### config.mk
export PLATFORM = sky130hd
export DESIGN_NAME = ex_mem_reg
export DESIGN_NICKNAME = d
export VERILOG_FILES = /design/src/rtl/ex_mem_reg.sv
export SDC_FILE = /design/constraint.sdc
export NUM_CORES = 1
export LEC_CHECK = 0
export CAP_MARGIN = 20
export CORE_MARGIN = 1
export CORE_UTILIZATION = 42
export CTS_CLUSTER_DIAMETER = 50
export DETAILED_ROUTE_END_ITERATION = 16
export PLACE_DENSITY_LB_ADDON = 0.05
export SLEW_MARGIN = 20
export SYNTH_ARGS = -nofsm -noshare
export SYNTH_HDL_FRONTEND = slang
export SYNTH_SLANG_ARGS = --single-unit
### constraint.sdc
create_clock -name clock -period 3.5 [get_ports clock]
set_input_delay 0.7 -clock clock [delete_from_list [all_inputs] [get_ports clock]]
set_output_delay 0.7 -clock clock [all_outputs]
set_load 0.05 [all_outputs]
### src/rtl/ex_mem_reg.sv
`default_nettype none
// ============================================================================
// Module  : ex_mem_reg
// Brief   : EX/MEM pipeline register with flag register, BRFL redirect pulse
//           and sticky divide-by-zero exception.
// Revision: 1.0
// ============================================================================
module ex_mem_reg #(
    parameter int DATA_W = 32,
    parameter int REG_AW = 5
) (
    input  logic              clock,
    input  logic              reset,
    input  logic              in_valid,
    input  logic              stall,
    input  logic              flush,
    input  logic [DATA_W-1:0] alu_result,
    input  logic [2:0]        alu_flag,
    input  logic              alu_branch,
    input  logic [DATA_W-1:0] store_data,
    input  logic [DATA_W-1:0] branch_target,
    input  logic [REG_AW-1:0] wr_addr,
    input  logic              reg_write,
    input  logic              mem_read,
    input  logic              mem_write,
    input  logic              mem_to_reg,
    input  logic              flag_write,
    input  logic              is_brfl,
    input  logic              exc_ack,
    output logic              out_valid,
    output logic [DATA_W-1:0] out_result,
    output logic [DATA_W-1:0] out_store_data,
    output logic [REG_AW-1:0] out_wr_addr,
    output logic              out_reg_write,
    output logic              out_mem_read,
    output logic              out_mem_write,
    output logic              out_mem_to_reg,
    output logic [2:0]        flag_q,
    output logic              branch_taken,
    output logic [DATA_W-1:0] branch_pc,
    output logic              exc_pending
);

    localparam logic [2:0] c_FLAG_DIV0 = 3'b010;

    logic              r_valid;
    logic [DATA_W-1:0] r_result;
    logic [DATA_W-1:0] r_store_data;
    logic [REG_AW-1:0] r_wr_addr;
    logic              r_reg_write;
    logic              r_mem_read;
    logic              r_mem_write;
    logic              r_mem_to_reg;
    logic [2:0]        r_flag;
    logic              r_branch_taken;
    logic [DATA_W-1:0] r_branch_pc;
    logic              r_exc_pending;

    logic w_cap;
    logic w_div0;
    logic w_br_taken;
    logic w_kill_writes;

    assign w_cap         = in_valid & ~flush & ~stall & ~r_exc_pending;
    assign w_div0        = (alu_flag == c_FLAG_DIV0);
    assign w_br_taken    = w_cap & is_brfl & ~alu_branch;
    // Faulting instructions and BRFLs travel down the pipe but must not commit.
    assign w_kill_writes = w_div0 | is_brfl;

    // Pipeline payload: data holds on bubbles, control is zeroed.
    always_ff @(posedge clock or negedge reset) begin
        if (!reset) begin
            r_valid      <= 1'b0;
            r_result     <= '0;
            r_store_data <= '0;
            r_wr_addr    <= '0;
            r_reg_write  <= 1'b0;
            r_mem_read   <= 1'b0;
            r_mem_write  <= 1'b0;
            r_mem_to_reg <= 1'b0;
        end else if (!stall) begin
            if (w_cap) begin
                r_valid      <= 1'b1;
                r_result     <= alu_result;
                r_store_data <= store_data;
                r_wr_addr    <= wr_addr;
                r_reg_write  <= reg_write & ~w_kill_writes;
                r_mem_read   <= mem_read;
                r_mem_write  <= mem_write & ~w_kill_writes;
                r_mem_to_reg <= mem_to_reg;
            end else begin
                r_valid      <= 1'b0;
                r_reg_write  <= 1'b0;
                r_mem_read   <= 1'b0;
                r_mem_write  <= 1'b0;
                r_mem_to_reg <= 1'b0;
            end
        end
    end

    always_ff @(posedge clock or negedge reset) begin
        if (!reset) begin
            r_flag <= 3'b000;
        end else if (w_cap && flag_write && !is_brfl) begin
            r_flag <= alu_flag;
        end
    end

    // A stalled edge drops the pulse so a held BRFL never redirects twice.
    always_ff @(posedge clock or negedge reset) begin
        if (!reset) begin
            r_branch_taken <= 1'b0;
            r_branch_pc    <= '0;
        end else begin
            r_branch_taken <= w_br_taken;
            if (w_br_taken) begin
                r_branch_pc <= branch_target;
            end
        end
    end

    always_ff @(posedge clock or negedge reset) begin
        if (!reset) begin
            r_exc_pending <= 1'b0;
        end else if (w_cap && w_div0) begin
            r_exc_pending <= 1'b1;
        end else if (exc_ack) begin
            r_exc_pending <= 1'b0;
        end
    end

    assign out_valid      = r_valid;
    assign out_result     = r_result;
    assign out_store_data = r_store_data;
    assign out_wr_addr    = r_wr_addr;
    assign out_reg_write  = r_reg_write;
    assign out_mem_read   = r_mem_read;
    assign out_mem_write  = r_mem_write;
    assign out_mem_to_reg = r_mem_to_reg;
    assign flag_q         = r_flag;
    assign branch_taken   = r_branch_taken;
    assign branch_pc      = r_branch_pc;
    assign exc_pending    = r_exc_pending;

endmodule
`default_nettype wire
# Yosys cells after proc, flatten, opt, wreduce, memory -nomap -nowiden
# Index checks and enable logic that the tools add are counted.
# W data, S select, Z words.
dict set report totals {
  register_bits 111
  inputBits 117
  out_inout_bits 111
}
dict set report classes {
  n_eq_ne 1
  n_mux 7
  bitwise 13
  n_reduce_logical 6
}
# operator count
set op_table {}
lappend op_table {{$and A1 B1 Y1} 7}
lappend op_table {{$mux W1} 7}
lappend op_table {{$not A1 Y1} 5}
lappend op_table {{$eq A3 B2 Y1 const B} 1}
lappend op_table {{$logic_and A1 B1 Y1} 3}
lappend op_table {{$reduce_and A2 Y1} 1}
lappend op_table {{$reduce_bool A2 Y1} 1}
lappend op_table {{$logic_not A1 Y1} 1}
lappend op_table {{$or A1 B1 Y1} 1}

# Logic depth before layout (Yosys ltp)
# Gate-level depths: netlist (run 1).
dict set report logic_depth {
  word_depth 6
  ltp_mapped 5
  depth_no_buf 3
}

# Worst setup path before layout (run 1)
# Ideal clock, no wire load.
dict set report synth_timing {
  kind {input to register}
  from {input port flush}
  to {register r_branch_pc[10] (netlist: branch_pc[10])}
  setup_time_ps 127
  t_arrival_ps 1785
  required_time_ps 3373
  setup_slack_ps 1588
  path_stages 5
  n_path_buf 2
  path_cell_list {nor4b_4 -> and3b_1 -> buf_2 -> buf_6 -> mux2_1}
}
dict set report synth_via {
  elab_chain_cells 6
}
# item line
set synth_lines {}
lappend synth_lines {{from (decl)} 16} ;# input logic flush,
lappend synth_lines {{$not A1 Y1} 64} ;# assign w_cap = in_valid & ~flush & ~stall & ~r_exc_pending;
lappend synth_lines {{$and A1 B1 Y1 (3 in series)} 64}
lappend synth_lines {{$and A1 B1 Y1 (2 in series)} 66} ;# assign w_br_taken = w_cap & is_brfl & ~alu_branch;
lappend synth_lines {{to (signal assigned)} 117} ;# r_branch_pc <= branch_target;
lappend synth_lines {{to (decl)} 56} ;# logic [DATA_W-1:0] r_branch_pc;
# Every way passes these cells.
# A chain may end at the register's enable or synchronous reset.

# Final worst setup path (run 1)
dict set report layout_timing {
  from {input port stall}
  to {register r_flag[1] (netlist: flag_q[1])}
}
dict set report layout_via {
  elab_chain_cells 5
}
# item line
set layout_lines {}
lappend layout_lines {{from (decl)} 15} ;# input logic stall,
lappend layout_lines {{$not A1 Y1 (no line)} -}
lappend layout_lines {{$and A1 B1 Y1 (2 in series)} 64}
lappend layout_lines {{$logic_and A1 B1 Y1 (2 in series)} 104} ;# end else if (w_cap && flag_write && !is_brfl) begin
lappend layout_lines {{to (signal assigned)} 105} ;# r_flag <= alu_flag;
lappend layout_lines {{to (decl)} 54} ;# logic [2:0] r_flag;
# Every way passes these cells.

==> summary.md, run 1 <==
| Metric | Value |
|---|---|
| CTS H-Tree Depth | 3 |
| HPWL Detailed | 7742 um |
| Slew margin rel. | 0.5579 |
| Top_reg_cell synth | dfrtp_1 |
| Clock skew | 0.01094 ns |
| Synth async-reset ratio | 1.000 |
| Seq/Total Area, Yosys | 0.6713 |
| Mapped Area | 0.004138 mm^2 |
| Longest Clk Path Bufs | 2 |
| DIE AREA | 0.01025 mm^2 |
| Vias per std cell | around 4.7 |
| Initial Util | 0.4415 |
| FF+latch count, synth | 111 |
| CTS Buf Count | 9 |
| Synth cell types | 14 |
| Clock sinks | between 100 and 150 |
| Fin. max-slew vios | 0 |
| Layout area overhead | 62.38% |
| Grt ovf | 0 |
| GR Util All Layers | 0.1965 |
| Crit path launch type | input pin |
| Routed length per instance | about 16 um |
| GP Congestion | approximately 0.72 |
| Leading area contributor after synthesis | dfrtp_1 |
| Crit path max fanout | 53 |
| Area contributors post-synth | dfrtp_1 67%, mux2_2 20%, mux2_1 7.9% |
| Layout cell share with drive strength beyond 1 | 0.2059 |
| Worst R2R Path Depth | 4 |
| Worst VDD drop | around 0.31 mV |
| Clock tree from TritonCTS | built |
| Number of hold buffers added after cts | 0 |
| CP Capture Type | register |
| Clock group share of total power | 0.169 |
| Synth Area in Simple Gates | 0.01421 |
| LEAKAGE | 2.809 nW |
| Max Fclk | 398.3 MHz |
| Post-Syn Instances | 240 |
| Synthesis Warnings | 0 |
| Syn_area_per_cell | 17.24 um^2 |
| Worst-skew pair later-pin latency | between 0.3 and 0.4 ns |
| Yosys top cell area share | 0.6713 |
| Initial DRT Pass Iterations | 4 |
| Setup Total Neg Slack | 0 ns |
| Net Sw Frac | 0.4047 |
| Initial antenna violation count | 0 |
| Clk slew on worst S/H paths | 0.11 ns |
| Final setup vio count | 0 |
| Pre-CTS WS | 0.5679 ns |
| Post-synthesis mux area share | 0.2830 |
| Top-count cell post-synth | dfrtp_1 |
| Slew @ Worst Pin | 0.6631 ns |
| Xor/xnor cell area share of the yosys netlist | 0 |
| Fin. Hold Viols | 0 |
| Final worst setup slack | 0.9894 ns |
| Critical path arrival | about 2.8 ns |
| CP required | 3.74 ns |
| EDFF count, synth | 0 |
| Hold Crit Class | in -> async |
| Die Height | 101.3 um |
| Proportion of power drawn by flip-flops and latches | 0.385 |
| Reg2Reg Setup Slack | ~1.4 ns |
| Ant diodes | 0 |
| Via count | 2835 |
| DIE WIDTH | 101.3 um |
| DRC | 0 |
| RSZ-0062 raised after global routing | no |
| Fin crit period | 2.511 ns |
| Initial DRC Count | 36 |
| Synth cell count leaders | 111 x dfrtp_1, 75 x mux2_2, 29 x mux2_1 |
| CP Class | in -> reg |
| Antenna Nets Post-Route | 0 |
| IO Port Bufs | 227 |
| Total power | 0.004324 W |
| Nets | around 590 |
| Fin crit share | 0.7173 |
| DRT Wirelength | 9935 um |
| Io pins | 228 |
| Combinational Power Share | 0.446 |
| Post-CTS Setup Inserts | 0 |
| Core ar. | 0.009371 mm^2 |
| Post-CTS sizing | 0 |
| Internal power | around 0.0026 W |
| Std cell rows | 35 |
| Max-Cap Viols | 0 |
| Syn_nets | 357 |
| Synth Area in Compound Gates | 0.01149 |
| Status | finished, final reports clean |
| Main combinational cell family by area after synthesis | multiplexers |
| Sw power | 0.001750 W |
| Adder-cell area share of the yosys netlist | 0 |
| First-pass GRT wire length | ~15000 um |
| CTS root buf | clkbuf_8 |
| PwrDens | about 640 mW/mm^2 |
| Number of global-route vias before repair | 3068 |
| Largest net degree at the start of global routing | 54 |
## final timing paths
kind | start | endpoint
min | reset | out_store_data[18]
min in group clock | branch_pc[7] | branch_pc[7]
max reg2reg | exc_pending | flag_q[1]
min reg2reg | branch_pc[7] | branch_pc[7]
max in group asynchronous | reset | out_store_data[27]
max | stall | flag_q[1]
## stage by stage
stage | std cells | utilization | area [um^2] | hold WS (ns)
3_3_place_gp | 589 | 0.6965 | 6528 | 0.4659
5_1_grt | 605 | 0.7170 | 6719 | 0.3959
4_1_cts | 605 | 0.7170 | 6719 | 0.3634
2_1_floorplan | 240 | - | 4138 | 0.4044
6_report | 605 | 0.7170 | 6719 | 0.3498
3_5_place_dp | 589 | 0.6965 | 6528 | 0.4751
## per-layer routing
layer / vias up / wire length (um) / GRT usage
li1: 1306 / - / -
met1: 1389 / 3573 / 0.2157
met2: 130 / 5209 / 0.3480
met3: 10 / 1014 / 0.07384
met4: 0 / 138 / 0.07023
met5: - / 0 / 0
## worst max-delay path, stage by stage
cell and delay, ns:
clkdlybuf4s50_1 0.54, nor4b_4 0.29, buf_4 0.60, nand3b_1 0.28
mux2_2 0.34
## cell type report
| type | count | area (um^2) |
|---|---|---|
| tap | 129 | 161.4 |
| clock buffer | 11 | 151.4 |
| timing repair buffer | 232 | 2307 |
| sequential | 111 | 2778 |
| inverter | 1 | 3.754 |
| multi-input combinational | 116 | 1277 |
| fill | 693 | 2653 |
| clock inverter | 5 | 40.04 |
## kinds of logic after synthesis
kind of cell	after synthesis
buffers and inverters	13
AO/OA/AOI/OAI	6
flip-flops	111
multiplexers	104
AND/OR/NAND/NOR	6
## power by group through the flow
stage | Sequential (W) | Combinational (W) | Clock, W
after floorplan | 0.00263 | 0.000236 | 0
after global placement | 0.00168 | 0.00193 | 0
after detailed placement | 0.00170 | 0.00195 | 0
after CTS | 0.00167 | 0.00195 | 0.000760
after global routing | 0.00170 | 0.00200 | 0.000805
final | 0.00167 | 0.00193 | 0.000730
## layout by cell type (no fill, tap or decap)
cell type        synthesis  routed
o21ai_0                  1       1
nor4b_4                  1       1
clkinv_4                 0       2
a21o_1                   1       1
dfrtp_1                111     111
mux2_2                  75      75
a22o_1                   4       4
clkbuf_8                 0      11
inv_6                    0       2
nand3b_1                 1       1
inv_1                    1       1
nand2_1                  1       1
and3b_1                  1       1
nor3b_1                  2       2
clkdlybuf4s50_1          0     226
buf_4                    0       6
clkinv_2                 0       1
mux2_1                  29      29
(Power assumes the default switching activity.)
==> inputs of run 2 (changes only) <==
Settings changed: CORE_UTILIZATION 42 to 35.
Clock period 3.5 ns to 2.25 ns, I/O delays scaled along.
==> run 2 against run 1 <==
Effect of this change:
- count of clock-buffer cells in the layout is 3 higher
- total power rose by 69%
- design area grew 3.4%
- sequential share of layout area fell by 1.4 points
- largest cell class unchanged
- core utilization decreased by 11 points
- critical endpoint is now exc_pending
- clock power rose by 130%
- sequential power grew 55%
- highest routed layer unchanged
==> summary.md, run 2 (synthesis results as in run 1) <==
| Metric | Value |
|---|---|
| Status | finished, final reports clean |
| Fin. max-slew vios | 0 |
| GR Util All Layers | 0.1735 |
| Largest net degree at the start of global routing | between 40 and 50 |
| Crit-path slowest cell | clkdlybuf4s50_1 |
| Combinational Power Share | 0.412 |
| Worst-skew pair later-pin latency | 0.34 ns |
| Internal power | between 0.004 and 0.005 W |
| Most common cell after layout, fill and taps aside | clkdlybuf4s50_1 |
| CTS H-Tree Depth | 3 |
| CP bufs+invs | 1 |
| Worst-path cell chain | clkdlybuf4s50_1 |
| Number of hold buffers added after cts | 0 |
| Via count | 2889 |
| DIE WIDTH | 110.7 um |
| Clock tree from TritonCTS | built |
| Initial Util | 0.3608 |
| Number of global-route vias before repair | 3117 |
| LEAKAGE | 2.910 nW |
| Worst VDD drop | between 0.5 and 0.6 mV |
| Reg2Reg Setup Slack | approximately 0.5 ns |
| Fin. Hold Viols | 0 |
| Antenna Nets Post-Route | 0 |
| GR Util met2 | 0.2758 |
| Nets | 593 |
| Post-CTS sizing | 0 |
| Busiest grt layer | met2 |
| CP required | 1.80 ns |
| PwrDens | 1050 mW/mm^2 |
| CTS Buf Count | 9 |
| Final setup vio count | 0 |
| Delay of the slowest critical-path stage | 0.84 ns |
| CP top delay family | buffers and inverters |
| Layout cell share with drive strength beyond 1 | 0.2141 |
| Initial antenna violation count | 0 |
| Final worst setup slack | a little under 0.2 ns |
| HPWL Detailed | 7645 um |
| DRC | 0 |
| Fin crit period | 2.057 ns |
| Proportion of power drawn by flip-flops and latches | 0.355 |
| Initial DRT Pass Iterations | 4 |
| Ant diodes | 0 |
| Clock sinks | 111 |
| Worst R2R Path Depth | 4 |
| CTS root buf | clkbuf_16 |
| Slew @ Worst Pin | 0.5501 ns |
| IO Port Bufs | between 200 and 250 |
| Initial DRC Count | 46 |
| Hold Crit Class | in -> async |
| Std cell rows | 39 |
| Slew margin rel. | 0.6321 |
| Grt ovf | 0 |
| Fin crit share | 0.9142 |
| Sw power | 0.002738 W |
| CP Class | reg -> out |
| GP Congestion | 0.7474 |
| Critical path arrival | 1.61 ns |
| CP Depth | 1 |
| Layout area overhead | 67.95% |
| Die Height | 110.7 um |
| DIE AREA | 0.01226 mm^2 |
| Longest Clk Path Bufs | 2 |
| Crit path max fanout | 3 |
| GR met3 Demand/Resource | 0.07709 |
| Core ar. | 0.01147 mm^2 |
| M1 GR Usage | 0.2009 |
| Crit path launch type | register |
| Placed Instances | 608 |
| DRT Wirelength | 9992 um |
| CP Capture Type | output port |
| RSZ-0062 raised after global routing | no |
| Vias per std cell | 4.630 |
| Final Non-Filler Cells | 624 |
| Max Fclk | 486.1 MHz |
| Clock group share of total power | 0.233 |
| First-pass GRT wire length | 16310 um |
| Routed length per instance | 16.01 um |
| Io pins | 228 |
| Pre-CTS WS | -0.04398 ns |
| Max-Cap Viols | 0 |
| Post-CTS Setup Inserts | 0 |
| Clk slew on worst S/H paths | 0.07 ns |
| Clock skew | 0.005412 ns |
| Net Sw Frac | 0.3754 |
| Most frequent cells in the layout | 226 x clkdlybuf4s50_1, 111 x dfrtp_1, 75 x mux2_2 |
## run 2: worst paths after layout
path,startpoint,end
max,exc_pending,exc_pending
min,reset,out_store_data[3]
max reg2reg,exc_pending,branch_pc[0]
min reg2reg,branch_pc[6],branch_pc[6]
max in group asynchronous,reset,out_store_data[7]
min in group clock,branch_pc[6],branch_pc[6]
## run 2: layout make-up
type,instances,area [um^2]
multi-input cells,116,1277
fillers,932,4518
repair buffers,237,2382
flip-flops and latches,111,2778
well taps,143,178.9
clock buffers,14,294.0
clock inverters,2,35.03
inverters,1,3.754
## run 2: power groups by stage
stage	clock (W)	sequential (W)	combinational, W
floorplan	0	0.00409	0.000367
detailed placement	0	0.00263	0.00303
global placement	0	0.00262	0.00301
finish	0.00170	0.00259	0.00301
CTS	0.00176	0.00260	0.00304
global route	0.00183	0.00265	0.00311
## run 2: per-layer routing
layer | vias to the layer above | wire length (um)
li1 | 1321 | -
met1 | 1419 | 4073
met2 | 134 | 4698
met3 | 15 | 985
met4 | 0 | 235
met5 | - | 0
## run 2: per-stage QoR
step | utilization | setup TNS, ns | total power, W | hold WS (ns) | cell area, um^2
final | 0.6060 | 0 | 0.007295 | 0.04019 | 6949
after global routing | 0.6060 | 0 | 0.007594 | 0.07529 | 6949
after CTS | 0.6060 | 0 | 0.007394 | 0.05438 | 6949
after detailed placement | 0.5773 | -0.9109 | 0.005663 | 0.4330 | 6620
after global placement | 0.5773 | -0.002030 | 0.005630 | 0.4321 | 6620
after floorplan | - | 0 | 0.004457 | 0.1544 | 4138
==> inputs of run 3 (changes only) <==
Settings changed: CORE_UTILIZATION 35 to 42.
Clock period 2.25 ns to 2.5 ns, I/O delays scaled along.
==> run 3 against run 2 <==
Effect of this change:
- clock skew rose by 0.0060 ns
- critical endpoint unchanged
- combinational power fell by 10%
- die area fell by 16%
- routed wire length fell by 0.91%
- highest routed layer unchanged
- critical path type unchanged
- critical path depth did not move
- sequential power fell by 10%
- clock power fell by 41%
- global-route usage rose by 2.8 points
- via count fell by 0.38%
- cell count fell by 2.4%
- design area fell by 2.3%
- hold slack got worse by 0.024 ns
==> summary.md, run 3 (synthesis results as in run 1) <==
| Metric | Value |
|---|---|
| Worst r2r src | exc_pending |
| Core ar. | 0.009371 mm^2 |
| CP Class | reg -> out |
| Layout cell share with drive strength beyond 1 | 0.2083 |
| Proportion of power drawn by flip-flops and latches | 0.386 |
| Reg2Reg Setup Slack | 0.74 ns |
| DIE WIDTH | 101.3 um |
| Final setup vio count | 0 |
| Clock group share of total power | 0.165 |
| Initial DRC Count | 30 |
| Initial antenna violation count | 0 |
| Status | finished, final reports clean |
| CP bufs+invs | 1 |
| Post-CTS sizing | 0 |
| Internal power | around 0.0036 W |
| Top layer used by detailed routing | met4 |
| Fin. Hold Viols | 0 |
| Number of hold buffers added after cts | 0 |
| Clock skew | 0.01144 ns |
| Routed length on met2 | 4907 um |
| Crit path max fanout | 3 |
| Worst R2R Path Depth | 4 |
| WL met1 | about 3700 um |
| Most frequent cells in the layout | 226 x clkdlybuf4s50_1, 111 x dfrtp_1, 75 x mux2_2 |
| DRC | 0 |
| Max Fclk | 471.4 MHz |
| Clk slew on worst S/H paths | 0.10 ns |
| Max-Cap Viols | 0 |
| Placed Instances | 593 |
| Clock sinks | 111 |
| Longest Clk Path Bufs | 2 |
| Sw power | 0.002449 W |
| Most common cell after layout, fill and taps aside | clkdlybuf4s50_1 |
| Antenna Nets Post-Route | 0 |
| CTS Buf Count | 9 |
| Clock tree from TritonCTS | built |
| IO Port Bufs | about 230 |
| Via count | 2878 |
| Hold slack | 0.01639 ns |
| HPWL Detailed | around 7700 um |
| Largest net degree at the start of global routing | between 50 and 60 |
| Hold Crit Class | in -> async |
| Fin crit period | 2.121 ns |
| Layout area overhead | 64.05% |
| Fin crit share | 0.8486 |
| Initial DRT Pass Iterations | 3 |
| CTS H-Tree Depth | 3 |
| CP top delay family | buffers and inverters |
| Crit path launch type | register |
| Worst-path cell chain | clkdlybuf4s50_1 |
| CP required | 2.00 ns |
| Ant diodes | 0 |
| Routed length on met3 | 932 um |
| DIE AREA | slightly above 0.01 mm^2 |
| Fin. max-slew vios | 0 |
| Setup Total Neg Slack | 0 ns |
| Slew margin rel. | 0.6099 |
| Std cell rows | 35 |
| Worst-skew pair later-pin latency | 0.37 ns |
| Fillers | 696 |
| Initial Util | 0.4415 |
| Vias per std cell | 4.726 |
| RR Endpoint | out_store_data[31] |
| Finished Core Util | 0.7243 |
| CTS root buf | clkbuf_8 |
| CP Capture Type | output port |
| Die Height | 101.3 um |
| Nets | ~590 |
| Post-CTS Setup Inserts | 0 |
| Io pins | 228 |
| Net Sw Frac | 0.4055 |
| DRT Wirelength | 9901 um |
| Final Non-Filler Cells | 609 |
| Crit-path slowest cell | clkdlybuf4s50_1 |
| GP Congestion | 0.7455 |
| Delay of the slowest critical-path stage | 0.84 ns |
| LEAKAGE | 2.835 nW |
| Critical path arrival | 1.62 ns |
| RSZ-0062 raised after global routing | no |
| Grt ovf | 0 |
| First-pass GRT wire length | roughly 15000 um |
| PwrDens | 889.9 mW/mm^2 |
| Number of global-route vias before repair | 3085 |
| Worst VDD drop | roughly 0.47 mV |
| Slew @ Worst Pin | 0.5833 ns |
| GR Util All Layers | 0.2011 |
| Combinational Power Share | 0.449 |
| Routed length per instance | 16.26 um |
run 3: cell count changes in the layout (fill, tap and decap cells not counted):
cell / delta
clkinv_4: +1
clkbuf_8: +5
buf_4: -2
clkinv_2: -1
bufinv_16: -1
inv_6: +3
clkbuf_16: -9
buf_12: +1
clkbuf_1: +2
run 3: power groups by stage:
stage / registers, W / logic, W / clock network [W]
after floorplan: 0.00368 / 0.000331 / 0
after CTS: 0.00234 / 0.00273 / 0.00104
after detailed placement: 0.00238 / 0.00273 / 0
final: 0.00233 / 0.00271 / 0.000997
after global placement: 0.00236 / 0.00270 / 0
after global routing: 0.00238 / 0.00281 / 0.00111
run 3: worst max-delay path by stage:
stage / start / end / slack (ns) / cells past startpoint
6_report: exc_pending / exc_pending / 0.38 / 1
5_1_grt: exc_pending / exc_pending / 0.33 / 1
4_1_cts: exc_pending / exc_pending / 0.35 / 1
3_5_place_dp: flush / out_wr_addr[2] / 0.16 / 5
3_3_place_gp: flush / branch_pc[1] / 0.20 / 5
2_1_floorplan: exc_pending / branch_pc[10] / 0.65 / 5
run 3: routing by layer:
metal / vias up / global-route usage
met4: 0 / 0.1003
met2: 138 / 0.3396
met1: 1398 / 0.2248
met3: 24 / 0.07384
li1: 1318 / -
met5: - / 0
run 3: per-stage QoR:
step,power (W),area (um^2),worst slack (ns)
after detailed placement,0.005107,6608,0.1592
after floorplan,0.004012,4138,0.6517
final,0.006040,6788,0.3786
after global placement,0.005060,6608,0.1967
after CTS,0.006115,6788,0.3517
after global routing,0.006304,6788,0.3290
run 3: cell type report:
type                            instances  area (um^2)  area share
Clock buffer                           12        145.1     0.02138
Clock inverter                          4        35.03    0.005161
Inverter                                1        3.754   0.0005530
Multi-Input combinational cell        116         1277      0.1882
Sequential cell                       111         2778      0.4092
Tap cell                              129        161.4     0.02378
Timing Repair Buffer                  236         2387      0.3517
